--- src/rtl/biu_arbiter.sv ---
// Round-robin arbiter sharing one BIU between instruction fetch (F) and execution unit (E).
// One transfer at a time; a watchdog ends any WAIT that sees no ready_biu within TIMEOUT cycles.
module biu_arbiter #(
    parameter int TIMEOUT = 16,
    parameter int TMR_W   = 5
) (
    input  logic       clk,
    input  logic       rst,
    input  logic       req_fetch,
    input  logic [1:0] sel_fetch,
    input  logic [1:0] op_sel_fetch,
    input  logic       req_eu,
    input  logic [1:0] sel_eu_req,
    input  logic [1:0] op_sel_eu,
    input  logic       ready_biu,
    output logic       cs_biu,
    output logic [1:0] sel_biu,
    output logic [1:0] op_sel_biu,
    output logic       gnt_fetch,
    output logic       gnt_eu,
    output logic       done_fetch,
    output logic       done_eu,
    output logic       err,
    output logic       busy
);
    typedef enum logic [1:0] {S_IDLE, S_GRANT, S_WAIT, S_DONE} state_t;

    localparam logic [TMR_W-1:0] TMR_LAST = TMR_W'(TIMEOUT - 1);

    state_t           state_q;
    logic             owner_q;       // 1 = E owns the current transfer
    logic             last_owner_q;  // 1 = E was served last
    logic [TMR_W-1:0] timer_q;
    logic             cs_q, gnt_f_q, gnt_e_q, done_f_q, done_e_q, err_q, busy_q;
    logic [1:0]       sel_q, op_q;
    logic             pick_e_d;

    // On a tie the requester that was not served last wins.
    assign pick_e_d = req_eu && !(req_fetch && last_owner_q);

    always_ff @(posedge clk) begin
        if (rst) begin
            state_q      <= S_IDLE;
            owner_q      <= 1'b0;
            last_owner_q <= 1'b0;
            timer_q      <= '0;
            cs_q         <= 1'b0;
            gnt_f_q      <= 1'b0;
            gnt_e_q      <= 1'b0;
            done_f_q     <= 1'b0;
            done_e_q     <= 1'b0;
            err_q        <= 1'b0;
            busy_q       <= 1'b0;
            sel_q        <= 2'b00;
            op_q         <= 2'b00;
        end else begin
            done_f_q <= 1'b0;
            done_e_q <= 1'b0;
            err_q    <= 1'b0;
            case (state_q)
                S_IDLE: begin
                    if (req_fetch || req_eu) begin
                        owner_q <= pick_e_d;
                        sel_q   <= pick_e_d ? sel_eu_req : sel_fetch;
                        op_q    <= pick_e_d ? op_sel_eu  : op_sel_fetch;
                        cs_q    <= 1'b1;
                        gnt_f_q <= !pick_e_d;
                        gnt_e_q <= pick_e_d;
                        busy_q  <= 1'b1;
                        timer_q <= '0;
                        state_q <= S_GRANT;
                    end
                end
                S_GRANT: begin
                    timer_q <= '0;
                    state_q <= S_WAIT;
                end
                S_WAIT: begin
                    // ready_biu wins over an expiring watchdog on the same edge.
                    if (ready_biu || (timer_q == TMR_LAST)) begin
                        cs_q     <= 1'b0;
                        gnt_f_q  <= 1'b0;
                        gnt_e_q  <= 1'b0;
                        done_f_q <= !owner_q;
                        done_e_q <= owner_q;
                        err_q    <= !ready_biu;
                        state_q  <= S_DONE;
                    end else begin
                        timer_q <= timer_q + TMR_W'(1);
                    end
                end
                S_DONE: begin
                    last_owner_q <= owner_q;
                    busy_q       <= 1'b0;
                    state_q      <= S_IDLE;
                end
                default: state_q <= S_IDLE;
            endcase
        end
    end

    assign cs_biu     = cs_q;
    assign sel_biu    = sel_q;
    assign op_sel_biu = op_q;
    assign gnt_fetch  = gnt_f_q;
    assign gnt_eu     = gnt_e_q;
    assign done_fetch = done_f_q;
    assign done_eu    = done_e_q;
    assign err        = err_q;
    assign busy       = busy_q;
endmodule

--- config.mk ---
export PLATFORM = sky130hd
export DESIGN_NAME = biu_arbiter
export DESIGN_NICKNAME = d
export VERILOG_FILES = /design/src/rtl/biu_arbiter.sv
export SDC_FILE = /design/constraint.sdc
export NUM_CORES = 1
export LEC_CHECK = 0
export BUFFER_PORTS_ARGS = -buffer_cell sky130_fd_sc_hd__buf_2
export CORE_MARGIN = 1.5
export CORE_UTILIZATION = 45
export CTS_CLUSTER_SIZE = 28
export DETAILED_ROUTE_END_ITERATION = 10
export PLACE_DENSITY_LB_ADDON = 0.3
export SLEW_MARGIN = 20
export SYNTH_ARGS = -nofsm -noshare
export SYNTH_HDL_FRONTEND = slang
export SYNTH_SLANG_ARGS = --single-unit
--- constraint.sdc ---
create_clock -name clk -period 2.2 [get_ports clk]
set_clock_uncertainty 0.1 [all_clocks]
set_input_delay 0.33 -clock clk [delete_from_list [all_inputs] [get_ports clk]]
set_output_delay 0.33 -clock clk [all_outputs]
set_load 0.005 [all_outputs]
==> results by group <==
GRT
  • Initial antenna violation count: 0
  • Vias in the first global route: 822
  • GRT Overall Usage: 0.178
  • First-pass GRT wire length: 3480 µm
  • Largest net degree at the start of global routing: 17
  • GR Util met2: 0.300
  • Gr ovfl total: 0
  • GRT met1 Usage: 0.231
  • Met3 Use GR: 0.0273
  • GRT busiest layer: met2

CTS
  • H-Tree Level Count: 1
  • PostCTS Resize Cnt: 0
  • Worst-path clk slew: between 0.1 and 0.15 ns
  • Clk Latency, worst-skew pair: 0.30 ns
  • TritonCTS clock tree: done
  • Hold_buf cts: 0
  • Buffer count from post-CTS setup fixing: 0
  • CTS buffer count: 3
  • CTS sink count: 20
  • Max Buffers Root-to-Sink: 2
  • Root Buffer: clkbuf_4

Timing
  • Max-slew headroom: 0.722
  • Unrepaired setup endpoints after global routing: no
  • Final Max Slew Viols: 0
  • Setup tns final: 0 ns
  • Maximum clock frequency: 496 MHz
  • Min Tclk post-route: 2.02 ns
  • Period utilization: 0.917
  • Worst-Margin Slew: 0.416 ns
  • Final setup vio count: 0
  • Final Hold Fails: 0

Logic synthesis
  • Primary FF master, synth: dfxtp_1
  • Mapped Area: ~1000 µm²
  • Synth Warn #: 0
  • Synthesized instance count: around 100
  • Yosys cell types: 33
  • Largest area contributor in the synthesized netlist: dfxtp_1
  • Register area share after synthesis: 0.401
  • Most instantiated cells after synthesis: dfxtp_1 (20), inv_1 (8), ha_1 (7), nor2_1 (7), o21ai_0 (7)
  • Proportion of netlist area held by the largest area contributor: 0.401
  • Post-synth EDFFs: 0
  • FFs w/ async S/R, synth: 0
  • Net count after synthesis: roughly 120
  • Top cells by area, synth: dfxtp_1 (40%), ha_1 (8.8%), mux2i_1 (5.0%)
  • Syn Area/Cell: 9.60 µm²
  • Yosys reg bits: 20
  • Top-count cell post-synth: dfxtp_1

Routing
  • Drt first pass iters: 4
  • WL final: 2020 µm
  • DR iter-0 viols: 12
  • Routed Antenna Nets: 0
  • DR vias/cell: 5.43
  • # DRC: 0
  • Wirelength per Cell: 13.0 µm
  • DR vias: between 800 and 900

Setup path
  • R2R setup slack: between 0.15 and 0.2 ns
  • Setup CP Type: reg2reg
  • Crit. End Element: flop
  • CP startpoint kind: flop
  • RR Startpoint: timer_q[0]
  • CP required: 2.29 ns
  • Worst r2r path cells: 6
  • CP Buf/Inv Count: 0
  • Slowest Stage Delay on Critical Path: 0.45 ns
  • Crit path DAT: 2.11 ns
  • CP dominant cell by count: ha_1
  • Critical path, cell by cell: ha_1 > and3_1 > ha_1 > or3b_2 > a211oi_1 > o32ai_1
  • Critical Path Slowest Stage Cell: or3b_2
  • Worst-path maximum fanout: 5
  • Top delay family on crit path: simple AND/OR/NAND/NOR gates
  • RR Endpoint: timer_q[2]

Power
  • Worst VDD drop: 0.479 mV
  • Combinational share of power: 0.369
  • Net Switching: 388 µW
  • Clock power share: 0.193
  • Tot Pwr: 1.13 mW
  • Pwr dens: 957 nW/µm²
  • Int Power: approximately 740 µW
  • LEAKAGE: 0.509 nW
  • Switching Share: 0.344
  • Flop pwr share: 0.438

Run
  • Maxcap violations: 0

Hold path
  • Worst min-delay path category: in2reg
  • Cell count of the worst hold path: 2
  • Hold path endpoint: err
  • Hold Startpoint: ready_biu

Layout
  • Final non-filler cell total: 156
  • Ant. Diodes: 0
  • Share of cells above drive strength 1: 0.279
  • Area Growth Syn to Fin: 18.2%
  • Final Cell Area: 1180 µm²
  • Nets: 150
  • Utilization after layout: 0.584

Placed design
  • Placed cell areas: ~1100 µm²
  • Buffers on Ports: 23
  • Cells after DPL: roughly 150
  • DP HPWL: 1510 µm
  • GPL Wtd Cong: 0.773

Floorplan
  • Die Y: 50.1 µm
  • Core box area: 2020 µm²
  • Core Rows: 16
  • Die area: 2510 µm²
  • Initial Util: 0.494
  • Die W: 50.1 µm
  • Num ports: 24

Status
  • Status: finished, final reports clean
==> metrics by stage <==
stage	hold WS [ns]	setup WS, ns
final	0.152	0.183
after global routing	0.158	0.0706
after CTS	0.146	0.178
after detailed placement	0.363	0.206
after global placement	0.351	0.281
after floorplan	0.306	0.324
==> registers in the layout, indices dropped and copies added, names as in the netlist <==
name          cells
gnt_eu            1
gnt_fetch         1
done_eu           1
done_fetch        1
err               1
last_owner_q      1
timer_q           5
owner_q           1
op_sel_biu        2
busy              1
state_q           2
sel_biu           2
cs_biu            1
==> area by class of cell <==
cell class | instances | area [µm²]
multi-input cells | 73 | 557
fillers | 194 | 842
well taps | 27 | 33.8
repair buffers | 24 | 123
clock buffers | 4 | 36.3
inverters | 8 | 30.0
flip-flops and latches | 20 | 400
==> power groups by stage <==
stage          clock network, mW  logic [mW]  registers [mW]
2_1_floorplan                  0       0.278           0.503
3_3_place_gp                   0       0.411           0.499
3_5_place_dp                   0       0.414           0.505
4_1_cts                    0.219       0.418           0.495
5_1_grt                    0.234       0.474           0.509
6_report                   0.218       0.416           0.495
==> how the worst max path moves through the flow <==
| stage | startpoint | endpoint | slack [ns] | cells past startpoint |
|---|---|---|---|---|
| after floorplan | timer_q[0] | timer_q[2] | 0.32 | 6 |
| after global placement | timer_q[0] | timer_q[2] | 0.28 | 6 |
| after detailed placement | timer_q[0] | timer_q[4] | 0.21 | 6 |
| after CTS | timer_q[0] | timer_q[4] | 0.18 | 6 |
| after global routing | timer_q[0] | timer_q[2] | 0.07 | 6 |
| final | timer_q[0] | timer_q[2] | 0.18 | 6 |
==> cells in the final DEF (no fill, tap or decap), types with 3 or more instances in the layout <==
cell type and instances:
a21oi_1 4, a211oi_1 3, nand3_1 3, ha_1 7
nor2_1 7, buf_2 23, o21ai_0 7, clkbuf_4 3
o32ai_1 5, inv_1 8, mux2i_1 5, nand2_1 6
dfxtp_1 20
==> logic make-up (layout without fill, tap and decap cells) <==
logic type	count (synthesis)	after routing	share of synthesized area
compound gates	28	28	0.211
mux	5	5	0.0501
fa+ha+maj	7	7	0.0877
buf+inv	11	36	0.0414
flops	20	20	0.401
simple gates	33	33	0.209
==> routing by layer <==
layer	wire length, µm	share of wire
met3	75	0.037
met4	10	0.0049
met2	985	0.49
met5	0	0
met1	952	0.47
No activity file was read; power rests on OpenSTA's default activity.
